$ cat src/rtl/spi_transaction_sequencer.sv
// SPI burst sequencer: fills the SPI data memory, launches the burst,
// polls the send bit, then reads the received bytes back.
module spi_transaction_sequencer #(
  parameter int         N_WORDS      = 4,
  parameter logic [7:0] BASE_BYTE    = 8'hA0,
  parameter int         POLL_TIMEOUT = 100000
) (
  input  logic        clk,
  input  logic        rst,
  input  logic        inicio_i,
  input  logic [31:0] salida_i,
  output logic        wr_o,
  output logic        reg_sel_o,
  output logic [31:0] addr_o,
  output logic [31:0] entrada_o,
  output logic [7:0]  dato_o,
  output logic        busy_o,
  output logic        done_o,
  output logic        error_o
);

  localparam int TW = $clog2(POLL_TIMEOUT + 1);
  localparam logic [8:0] K_LAST = 9'(N_WORDS - 1);
  localparam logic [TW-1:0] T_LAST = TW'(POLL_TIMEOUT - 1);
  localparam logic [31:0] CTRL_W = (32'(N_WORDS - 1) << 4) | 32'h1;

  typedef enum logic [3:0] {
    S_IDLE,
    S_WR_DATA,
    S_WR_CTRL,
    S_POLL_REQ,
    S_POLL_CHK,
    S_RD_REQ,
    S_RD_CAP,
    S_DONE,
    S_ERR
  } state_t;

  state_t r_state;
  state_t w_state_n;

  logic [8:0]    r_k;
  logic [8:0]    w_k_n;
  logic [TW-1:0] r_tmo;
  logic [TW-1:0] w_tmo_n;
  logic          r_ini_d;

  logic        r_wr;
  logic        r_sel;
  logic [31:0] r_addr;
  logic [31:0] r_ent;
  logic [7:0]  r_dato;
  logic        r_busy;
  logic        r_done;
  logic        r_err;

  logic        w_wr_n;
  logic        w_sel_n;
  logic [31:0] w_addr_n;
  logic [31:0] w_ent_n;
  logic [7:0]  w_dato_n;
  logic        w_busy_n;
  logic        w_done_n;
  logic        w_err_n;

  logic w_start;
  logic w_tmo_hit;
  logic w_unused;

  assign w_start   = inicio_i & ~r_ini_d;
  assign w_tmo_hit = (r_tmo == T_LAST);
  assign w_unused  = ^salida_i[31:8];

  assign wr_o      = r_wr;
  assign reg_sel_o = r_sel;
  assign addr_o    = r_addr;
  assign entrada_o = r_ent;
  assign dato_o    = r_dato;
  assign busy_o    = r_busy;
  assign done_o    = r_done;
  assign error_o   = r_err;

  // State, counters, start edge detector and registered outputs
  always_ff @(posedge clk or negedge rst) begin
    if (!rst) begin
      r_state <= S_IDLE;
      r_k     <= '0;
      r_tmo   <= '0;
      r_ini_d <= 1'b0;
      r_wr    <= 1'b0;
      r_sel   <= 1'b0;
      r_addr  <= '0;
      r_ent   <= '0;
      r_dato  <= '0;
      r_busy  <= 1'b0;
      r_done  <= 1'b0;
      r_err   <= 1'b0;
    end else begin
      r_state <= w_state_n;
      r_k     <= w_k_n;
      r_tmo   <= w_tmo_n;
      r_ini_d <= inicio_i;
      r_wr    <= w_wr_n;
      r_sel   <= w_sel_n;
      r_addr  <= w_addr_n;
      r_ent   <= w_ent_n;
      r_dato  <= w_dato_n;
      r_busy  <= w_busy_n;
      r_done  <= w_done_n;
      r_err   <= w_err_n;
    end
  end

  // Next state, word/timeout counters, captured byte and error flag
  always_comb begin
    w_state_n = r_state;
    w_k_n     = r_k;
    w_tmo_n   = r_tmo;
    w_dato_n  = r_dato;
    w_err_n   = r_err;
    unique case (r_state)
      S_IDLE: begin
        if (w_start) begin
          w_state_n = S_WR_DATA;
          w_k_n     = '0;
          w_err_n   = 1'b0;
        end
      end
      S_WR_DATA: begin
        if (r_k == K_LAST) begin
          w_state_n = S_WR_CTRL;
        end else begin
          w_k_n = r_k + 9'd1;
        end
      end
      S_WR_CTRL: begin
        w_state_n = S_POLL_REQ;
        w_tmo_n   = '0;
      end
      S_POLL_REQ: begin
        w_tmo_n   = r_tmo + 1'b1;
        w_state_n = w_tmo_hit ? S_ERR : S_POLL_CHK;
      end
      S_POLL_CHK: begin
        w_tmo_n = r_tmo + 1'b1;
        if (w_tmo_hit) begin
          w_state_n = S_ERR;
        end else if (!salida_i[0]) begin
          w_state_n = S_RD_REQ;
          w_k_n     = '0;
        end else begin
          w_state_n = S_POLL_REQ;
        end
      end
      S_RD_REQ: begin
        w_state_n = S_RD_CAP;
      end
      S_RD_CAP: begin
        w_dato_n = salida_i[7:0];
        if (r_k == K_LAST) begin
          w_state_n = S_DONE;
        end else begin
          w_k_n     = r_k + 9'd1;
          w_state_n = S_RD_REQ;
        end
      end
      S_DONE: begin
        w_state_n = S_IDLE;
      end
      S_ERR: begin
        w_state_n = S_IDLE;
      end
      default: begin
        w_state_n = S_IDLE;
      end
    endcase
    if (w_state_n == S_ERR) begin
      w_err_n = 1'b1;
    end
  end

  // Bus outputs for the state being entered, so they register with it
  always_comb begin
    w_wr_n   = 1'b0;
    w_sel_n  = 1'b0;
    w_addr_n = '0;
    w_ent_n  = '0;
    w_busy_n = 1'b1;
    w_done_n = 1'b0;
    unique case (w_state_n)
      S_WR_DATA: begin
        w_wr_n   = 1'b1;
        w_sel_n  = 1'b1;
        w_addr_n = {23'b0, w_k_n};
        w_ent_n  = {24'b0, BASE_BYTE + w_k_n[7:0]};
      end
      S_WR_CTRL: begin
        w_wr_n  = 1'b1;
        w_ent_n = CTRL_W;
      end
      S_RD_REQ, S_RD_CAP: begin
        w_sel_n  = 1'b1;
        w_addr_n = {23'b0, w_k_n};
      end
      S_DONE: begin
        w_busy_n = 1'b0;
        w_done_n = 1'b1;
      end
      S_IDLE, S_ERR: begin
        w_busy_n = 1'b0;
      end
      default: begin
      end
    endcase
  end

endmodule

$ cat config.mk
export PLATFORM = sky130hd
export DESIGN_NAME = spi_transaction_sequencer
export DESIGN_NICKNAME = d
export VERILOG_FILES = /design/src/rtl/spi_transaction_sequencer.sv
export SDC_FILE = /design/constraint.sdc
export NUM_CORES = 1
export LEC_CHECK = 0
export ABC_AREA = 1
export BUFFER_PORTS_ARGS = -buffer_cell sky130_fd_sc_hd__buf_2
export CORE_UTILIZATION = 55
export DETAILED_ROUTE_END_ITERATION = 8
export PLACE_DENSITY = 0.86
export SLEW_MARGIN = 0
export SYNTH_ARGS = -nofsm -noshare
export SYNTH_HDL_FRONTEND = slang
export SYNTH_SLANG_ARGS = --single-unit
$ cat constraint.sdc
create_clock -name clk -period 3.4 [get_ports clk]
set_input_delay 0.34 -clock clk [delete_from_list [all_inputs] [get_ports clk]]
set_output_delay 0.34 -clock clk [all_outputs]
set_load 0.005 [all_outputs]
==> results of run 1 <==
[logic make-up (layout without fill, tap and decap cells)]
kind of cell,count (synthesis),count (layout)
xor gates and xnor gates,1,1
and+or+nand+nor,211,211
adders and majority gates,3,3
buffers and inverters,105,111
AOI/OAI and AO/OA,49,49
other,1,47
DFF,61,61
muxes,1,1
[Yosys cell counts, drive strengths merged]
| cell type | count | share of area (%) |
|---|---|---|
| o22ai | 2 | 0.37 |
| a31oi | 2 | 0.37 |
| a21oi | 26 | 4.2 |
| xor2 | 1 | 0.26 |
| dfrtp | 61 | 45 |
| nand2 | 112 | 13 |
| clkbuf | 2 | 0.22 |
| nor2 | 55 | 7.0 |
| or2 | 1 | 0.18 |
| a22oi | 5 | 1.1 |
| a32o | 1 | 0.29 |
| inv | 55 | 6.1 |
| a31o | 1 | 0.26 |
| nor3 | 10 | 1.6 |
| o21ai | 9 | 1.3 |
| nand4 | 10 | 1.8 |
| mux2i | 1 | 0.29 |
| nand3 | 19 | 3.5 |
| nor4 | 2 | 0.37 |
| nand3b | 2 | 0.44 |
| conb | 1 | 0.11 |
| buf | 48 | 11 |
| o21a | 2 | 0.44 |
| ha | 3 | 1.1 |
| a22o | 1 | 0.26 |
[sequential cells by signal (all words and copies together) (netlist names)]
register,cells
r_tmo,17
addr_o,9
r_k,9
dato_o,8
entrada_o,8
r_state,4
busy_o,1
done_o,1
error_o,1
r_ini_d,1
reg_sel_o,1
wr_o,1
[layout by cell type, fill, tap and decap left out, types with 7 or more instances in the layout]
master | synthesis | routed
inv_1 | 48 | 48
o21ai_0 | 8 | 8
nor2_1 | 49 | 49
nand2_1 | 108 | 108
inv_2 | 7 | 7
a21oi_1 | 23 | 23
clkbuf_8 | 0 | 11
nand3_1 | 16 | 16
conb_1 | 1 | 47
dfrtp_1 | 61 | 61
buf_2 | 0 | 40
nand4_1 | 10 | 10
nor3_1 | 9 | 9
[worst max-delay path: stages, from the launching register on]
cell      delay, ns
dfrtp_1        0.41
ha_1           0.24
nand3_1        0.16
nor2_1         0.09
nand3_2        0.13
nand2_1        0.06
nand2_1        0.23
nand4_1        0.15
nand2_1        0.12
inv_1          0.08
ha_1           0.21
nand3b_1       0.15
nand2_1        0.07
nor2_1         0.04
[power by group through the flow]
stage,registers [mW],logic (mW),clock network (mW)
floorplan,0.987,0.783,0
global placement,0.975,1.01,0
detailed placement,0.981,1.04,0
CTS,0.968,1.04,0.655
global route,0.990,1.19,0.681
finish,0.970,1.04,0.640
[worst paths after layout]
kind,to,slack [ns],cells past startpoint,startpoint
setup / recovery,entrada_o[7]$_DFF_PN0_,1.16,13,r_tmo[0]$_DFFE_PN0P_
hold / removal,r_ini_d$_DFF_PN0_,0.13,1,inicio_i
setup reg to reg,entrada_o[7]$_DFF_PN0_,1.16,13,r_tmo[0]$_DFFE_PN0P_
hold reg to reg,dato_o[7]$_DFFE_PN0N_,0.47,2,dato_o[7]$_DFFE_PN0N_
max in group asynchronous,r_tmo[13]$_DFFE_PN0P_,2.45,2,rst
min in group asynchronous,addr_o[6]$_DFF_PN0_,0.19,1,rst
[layout make-up]
cell class,instances,share of cell area (%)
flip-flops and latches,61,41.2
multi-input cells,312,39.7
repair buffers,41,5.61
inverters,55,5.57
clock buffers,11,4.09
well taps,75,2.53
clock inverters,4,1.28
[per-layer routing]
layer / global-route usage (%) / wire, um / vias up
met2: 37.7 / 3240 / 107
met5: 0 / 0 / -
met3: 4.20 / 332 / 8
met1: 26.8 / 2760 / 1247
met4: 10.0 / 99 / 0
li1: - / - / 1377
==> run metrics, run 1 <==
Startpoint Class=flop; final instance area=3700 um^2; CTS hold repair buffers=0; 1st-iter DRT viols=192; clock latency on the worst-skew pair=0.33 ns; core box area=5960 um^2; min Tclk post-route=2.24 ns; chip height=80.6 um; CP Data Required Time=3.61 ns; Compound-Gate Fraction of Synth Area=8.57%; multi-input logic area=1470 um^2; Final Skew=0.00650 ns; Combinational Power Share=39.2%; Final TNS setup=0 ns; clk slew on worst S/H paths=0.06 ns; htree depth=3; Longest Clk Path Bufs=2; Rows=28; Slew headroom=30.9%; placed cell area=3500 um^2; Synth Area per Inst=7.88 um^2; fmax=446 MHz; nets=518; DP Worst Slack=1.21 ns; initial antenna violation count=0; Sw Share=39.6%; DP HPWL=4830 um; total clock sinks=61; Synth cell types=36; Fill cells=507; Worst Setup Path Type=reg2reg; I/O Buffers=40; mux cell area share after synthesis=0.294%; cell count after synthesis=432; sequential share of power=36.6%; vias in the first global route=2486; Final Util=62.2%; antenna diode count=0; Post-DRT Antenna Nets=0; Synth Area in XOR/XNOR=0.257%; Peak VDD IR=0.369 mV; Ports=112; setup bufs post-CTS=0; routability congestion estimate=0.880; FF/Latch Area=1530 um^2; Final Max Tran Viols=0; Power Internal=1.60 mW; share of layout cells above drive strength 1=16.9%; cts bufs inserted=9; Overflow after GRT=0; unrepaired setup endpoints after global routing=no; main combinational cell family by area after synthesis=simple AND/OR/NAND/NOR gates; Psw=1.05 mW; Non-Filler Instances=559; Final WS setup=1.16 ns; final setup fails=0; starting density of the core=57.1%; Worst Path Arrival=2.46 ns; routed vias=2739; leakage=2.03 nW; cell area after synthesis=3400 um^2; Root Driver=clkbuf_8; Global Route Usage Sum=22.1%; Avg WL per Cell=11.5 um; Die W=80.6 um; Final period util=66.0%; clock share of power=24.2%; max capacitance violation total=0; post-synthesis sequential area ratio=44.9%; final wirelength=6430 um; synthesized flop and latch total=61; Worst-Margin Slew=1.04 ns; top fanout value on the critical path=10; final hold vios=0; First-pass DRT Iterations=4; DRC=0; synth-to-layout area growth=8.86%; power per cell area=715 nW/um^2; DIE AREA=6500 um^2; Synth Area in Adders=1.10%; status=finished, final reports clean; CTS tree=done; first-pass GRT wire length=10800 um; Yosys warning total=0; Placed Cells=544; Simple-Gate Fraction of Synth Area=27.8%; min-delay worst type=in2reg; drt via density=4.90; Resized cells post-CTS=0; Total Power=2.65 mW; Worst setup EP type=flop; Hold WS=0.128 ns; largest net degree at the start of global routing=50
(Power assumes the default switching activity.)
==> inputs of run 2 (changes only) <==
CORE_UTILIZATION = 46   (was 55)
PLACE_DENSITY = 0.77   (was 0.86)
clock period = 1.95 ns   (was 3.4 ns; I/O delays follow)
==> run 2 against run 1 <==
  * Sequential cell count unchanged
  * Setup slack got worse by 1.1 ns
  * Final area increased by 13%
  * Critical path depth increased by 1
  * Register-to-register slack got worse by 1.1 ns
  * Worst hold slack got worse by 0.080 ns
  * Utilization decreased by 2.1 points
  * Routed wire length increased by 16%
  * Sequential share of layout area decreased by 4.7 points
==> run metrics, run 2 (same netlist as run 1, synthesis figures left out) <==
peak per-stage delay on the critical path=0.44 ns (was 0.41 ns); Critical Path Most Common Cell=inv_2 (was nand2_1); placed cell area=3750 um^2 (was 3500 um^2); chip height=88 um (was 80.6 um); htree depth=3 (unchanged); routability congestion estimate=0.874 (was 0.880); drt via density=4.80 (was 4.90); Global Route Usage Sum=20.1% (was 22.1%); DP HPWL=5380 um (was 4830 um); final hold vios=0 (unchanged); Worst setup EP type=flop (unchanged); routed vias=2969 (was 2739); Fill cells=607 (was 507); first-pass GRT wire length=11900 um (was 10800 um); Hold WS=0.0486 ns (was 0.128 ns); DRC=0 (unchanged); Largest register FFs=17 (unchanged); Biggest register=r_tmo (unchanged); share of layout cells above drive strength 1=29.1% (was 16.9%); min Tclk post-route=1.92 ns (was 2.24 ns); I/O Buffers=40 (unchanged); r2r startpoint=r_state[1]$_DFF_PN0_ (was r_tmo[0]$_DFFE_PN0P_); vias in the first global route=2640 (was 2486); min-delay worst type=in2reg (unchanged); Worst Setup Path Type=reg2reg (unchanged); min-delay src=salida_i[2] (was inicio_i); power per cell area=1190 nW/um^2 (was 715 nW/um^2); top fanout value on the critical path=5 (was 10); Rows=30 (was 28); WHS Path Cells=3 (was 1); clk slew on worst S/H paths=0.07 ns (was 0.06 ns); largest net degree at the start of global routing=35 (was 50); Longest Clk Path Bufs=2 (unchanged); First-pass DRT Iterations=4 (unchanged); Peak VDD IR=0.490 mV (was 0.369 mV); Overflow after GRT=0 (unchanged); leakage=2.22 nW (was 2.03 nW); Avg WL per Cell=12.1 um (was 11.5 um); Worst path slowest cell=dfrtp_2 (was dfrtp_1); Root Driver=clkbuf_8 (unchanged); CP Buf/Inv Count=4 (was 1); total clock sinks=61 (unchanged); Hold EP=dato_o[2]$_DFFE_PN0N_ (was r_ini_d$_DFF_PN0_); DIE AREA=7740 um^2 (was 6500 um^2); Ports=112 (unchanged); Final Max Tran Viols=0 (unchanged); cts bufs inserted=9 (unchanged); synth-to-layout area growth=23.2% (was 8.86%); antenna diode count=0 (unchanged); most frequent cells in the layout=nand2_1, dfrtp_1, conb_1, inv_1 (was nand2_1, dfrtp_1, nor2_1, inv_1, conb_1); max capacitance violation total=0 (unchanged); core box area=6980 um^2 (was 5960 um^2); nets=558 (was 518); Post-DRT Antenna Nets=0 (unchanged); status=finished, final reports clean (unchanged); final setup fails=0 (unchanged); CP Cell Sequence=inv_2 > nand2_2 > nor2_4 > nor2_4 > inv_2 > buf_6 > a21oi_4 > nand4_1 > nand2_1 > inv_2 > ha_4 > nand3b_1 > nand2_1 > nor2_1 (was ha_1 > nand3_1 > nor2_1 > nand3_2 > nand2_1 > nand2_1 > nand4_1 > nand2_1 > inv_1 > ha_1 > nand3b_1 > nand2_1 > nor2_1); final instance area=4190 um^2 (was 3700 um^2); starting density of the core=48.7% (was 57.1%); initial antenna violation count=0 (unchanged); met2 global-route usage=33.3% (was 37.7%); Worst Path Arrival=2.15 ns (was 2.46 ns); CP delay by family, top=simple AND/OR/NAND/NOR gates (unchanged); Placed Cells=592 (was 544); Final period util=98.2% (was 66.0%); R2R cell count=14 (was 13); Die W=88 um (was 80.6 um); M1 GR Usage=25.5% (was 26.8%); unrepaired setup endpoints after global routing=yes (was no); CTS tree=done (unchanged); clock latency on the worst-skew pair=0.35 ns (was 0.33 ns); CP Data Required Time=2.18 ns (was 3.61 ns); Final Skew=0.0101 ns (was 0.00650 ns); Non-Filler Instances=619 (was 559); final wirelength=7460 um (was 6430 um); R2R Path End=entrada_o[7]$_DFF_PN0_ (unchanged); commonest non-fill, non-tap cell in the layout=nand2_1 (unchanged); 1st-iter DRT viols=136 (was 192); Slew headroom=56.9% (was 30.9%); Worst-Margin Slew=0.647 ns (was 1.04 ns); FF-to-FF setup slack=0.03 ns (was 1.16 ns); GRT Max-Usage Layer=met2 (unchanged); Startpoint Class=flop (unchanged); met3 Track Usage GR=4.05% (was 4.20%); fmax=522 MHz (was 446 MHz)
run 2: cell count changes in the layout (fill, tap and decap cells not counted), sizes merged:
| cell | before | now |
|---|---|---|
| buf | 41 | 79 |
| dlygate4sd3 | 0 | 2 |
| bufinv | 1 | 0 |
| clkbuf | 11 | 12 |
| clkinvlp | 1 | 0 |
run 2: per-stage QoR:
step           setup WS, ns  power, mW  util, %  setup TNS [ns]
3_3_place_gp        0.00266       3.67     53.7               0
6_report             0.0347       5.00     60.1               0
2_1_floorplan       0.00891       3.09        -               0
5_1_grt             -0.0992       5.37     60.1          -0.340
3_5_place_dp        -0.0491       3.74     53.7         -0.0491
4_1_cts              0.0104       4.78     57.3               0
run 2: worst max-delay path by stage:
| stage | start | end | slack, ns | cells after the start |
|---|---|---|---|---|
| global placement | r_state[1]$_DFF_PN0_ | entrada_o[7]$_DFF_PN0_ | 0.003 | 14 |
| finish | r_state[1]$_DFF_PN0_ | entrada_o[7]$_DFF_PN0_ | 0.03 | 14 |
| global route | r_state[1]$_DFF_PN0_ | entrada_o[7]$_DFF_PN0_ | -0.1 | 14 |
| CTS | r_state[0]$_DFF_PN0_ | entrada_o[7]$_DFF_PN0_ | 0.01 | 14 |
| detailed placement | r_state[1]$_DFF_PN0_ | entrada_o[7]$_DFF_PN0_ | -0.05 | 14 |
| floorplan | r_tmo[0]$_DFFE_PN0P_ | entrada_o[7]$_DFF_PN0_ | 0.009 | 13 |
run 2: final cells by class:
| class | count | area (um^2) | share of cell area, % |
|---|---|---|---|
| flip-flops and latches | 61 | 1530 | 36.5 |
| clock inverters | 2 | 10.0 | 0.239 |
| inverters | 55 | 206 | 4.92 |
| multi-input cells | 312 | 1640 | 39.2 |
| clock buffers | 12 | 155 | 3.70 |
| repair buffers | 81 | 529 | 12.6 |
| well taps | 96 | 120 | 2.86 |
run 2: report_power, final:
group / internal [mW] / switching (mW) / total [mW] / leakage, nW
Combinational: 0.901 / 1.41 / 2.31 / 1.33
Sequential: 1.54 / 0.173 / 1.71 / 0.805
Clock: 0.512 / 0.463 / 0.975 / 0.0881
run 2: per-layer routing:
layer / wire length, um / up-vias
met5: 0 / -
met4: 234 / 0
met3: 434 / 18
met2: 3620 / 130
met1: 3180 / 1364
li1: - / 1457
run 2: tightest hold or removal path, cell delays in order:
cell	delay (ns)
buf_2	0.07
nand2_1	0.04
nand2_1	0.05
run 2: what timing repair did:
action	4_1_cts	5_1_grt
setup endpoints to repair	2	20
hold buffers	2	0
setup buffers	3	8
pin swaps	4	13
hold endpoints to repair	28	0
gates resized for setup	13	36
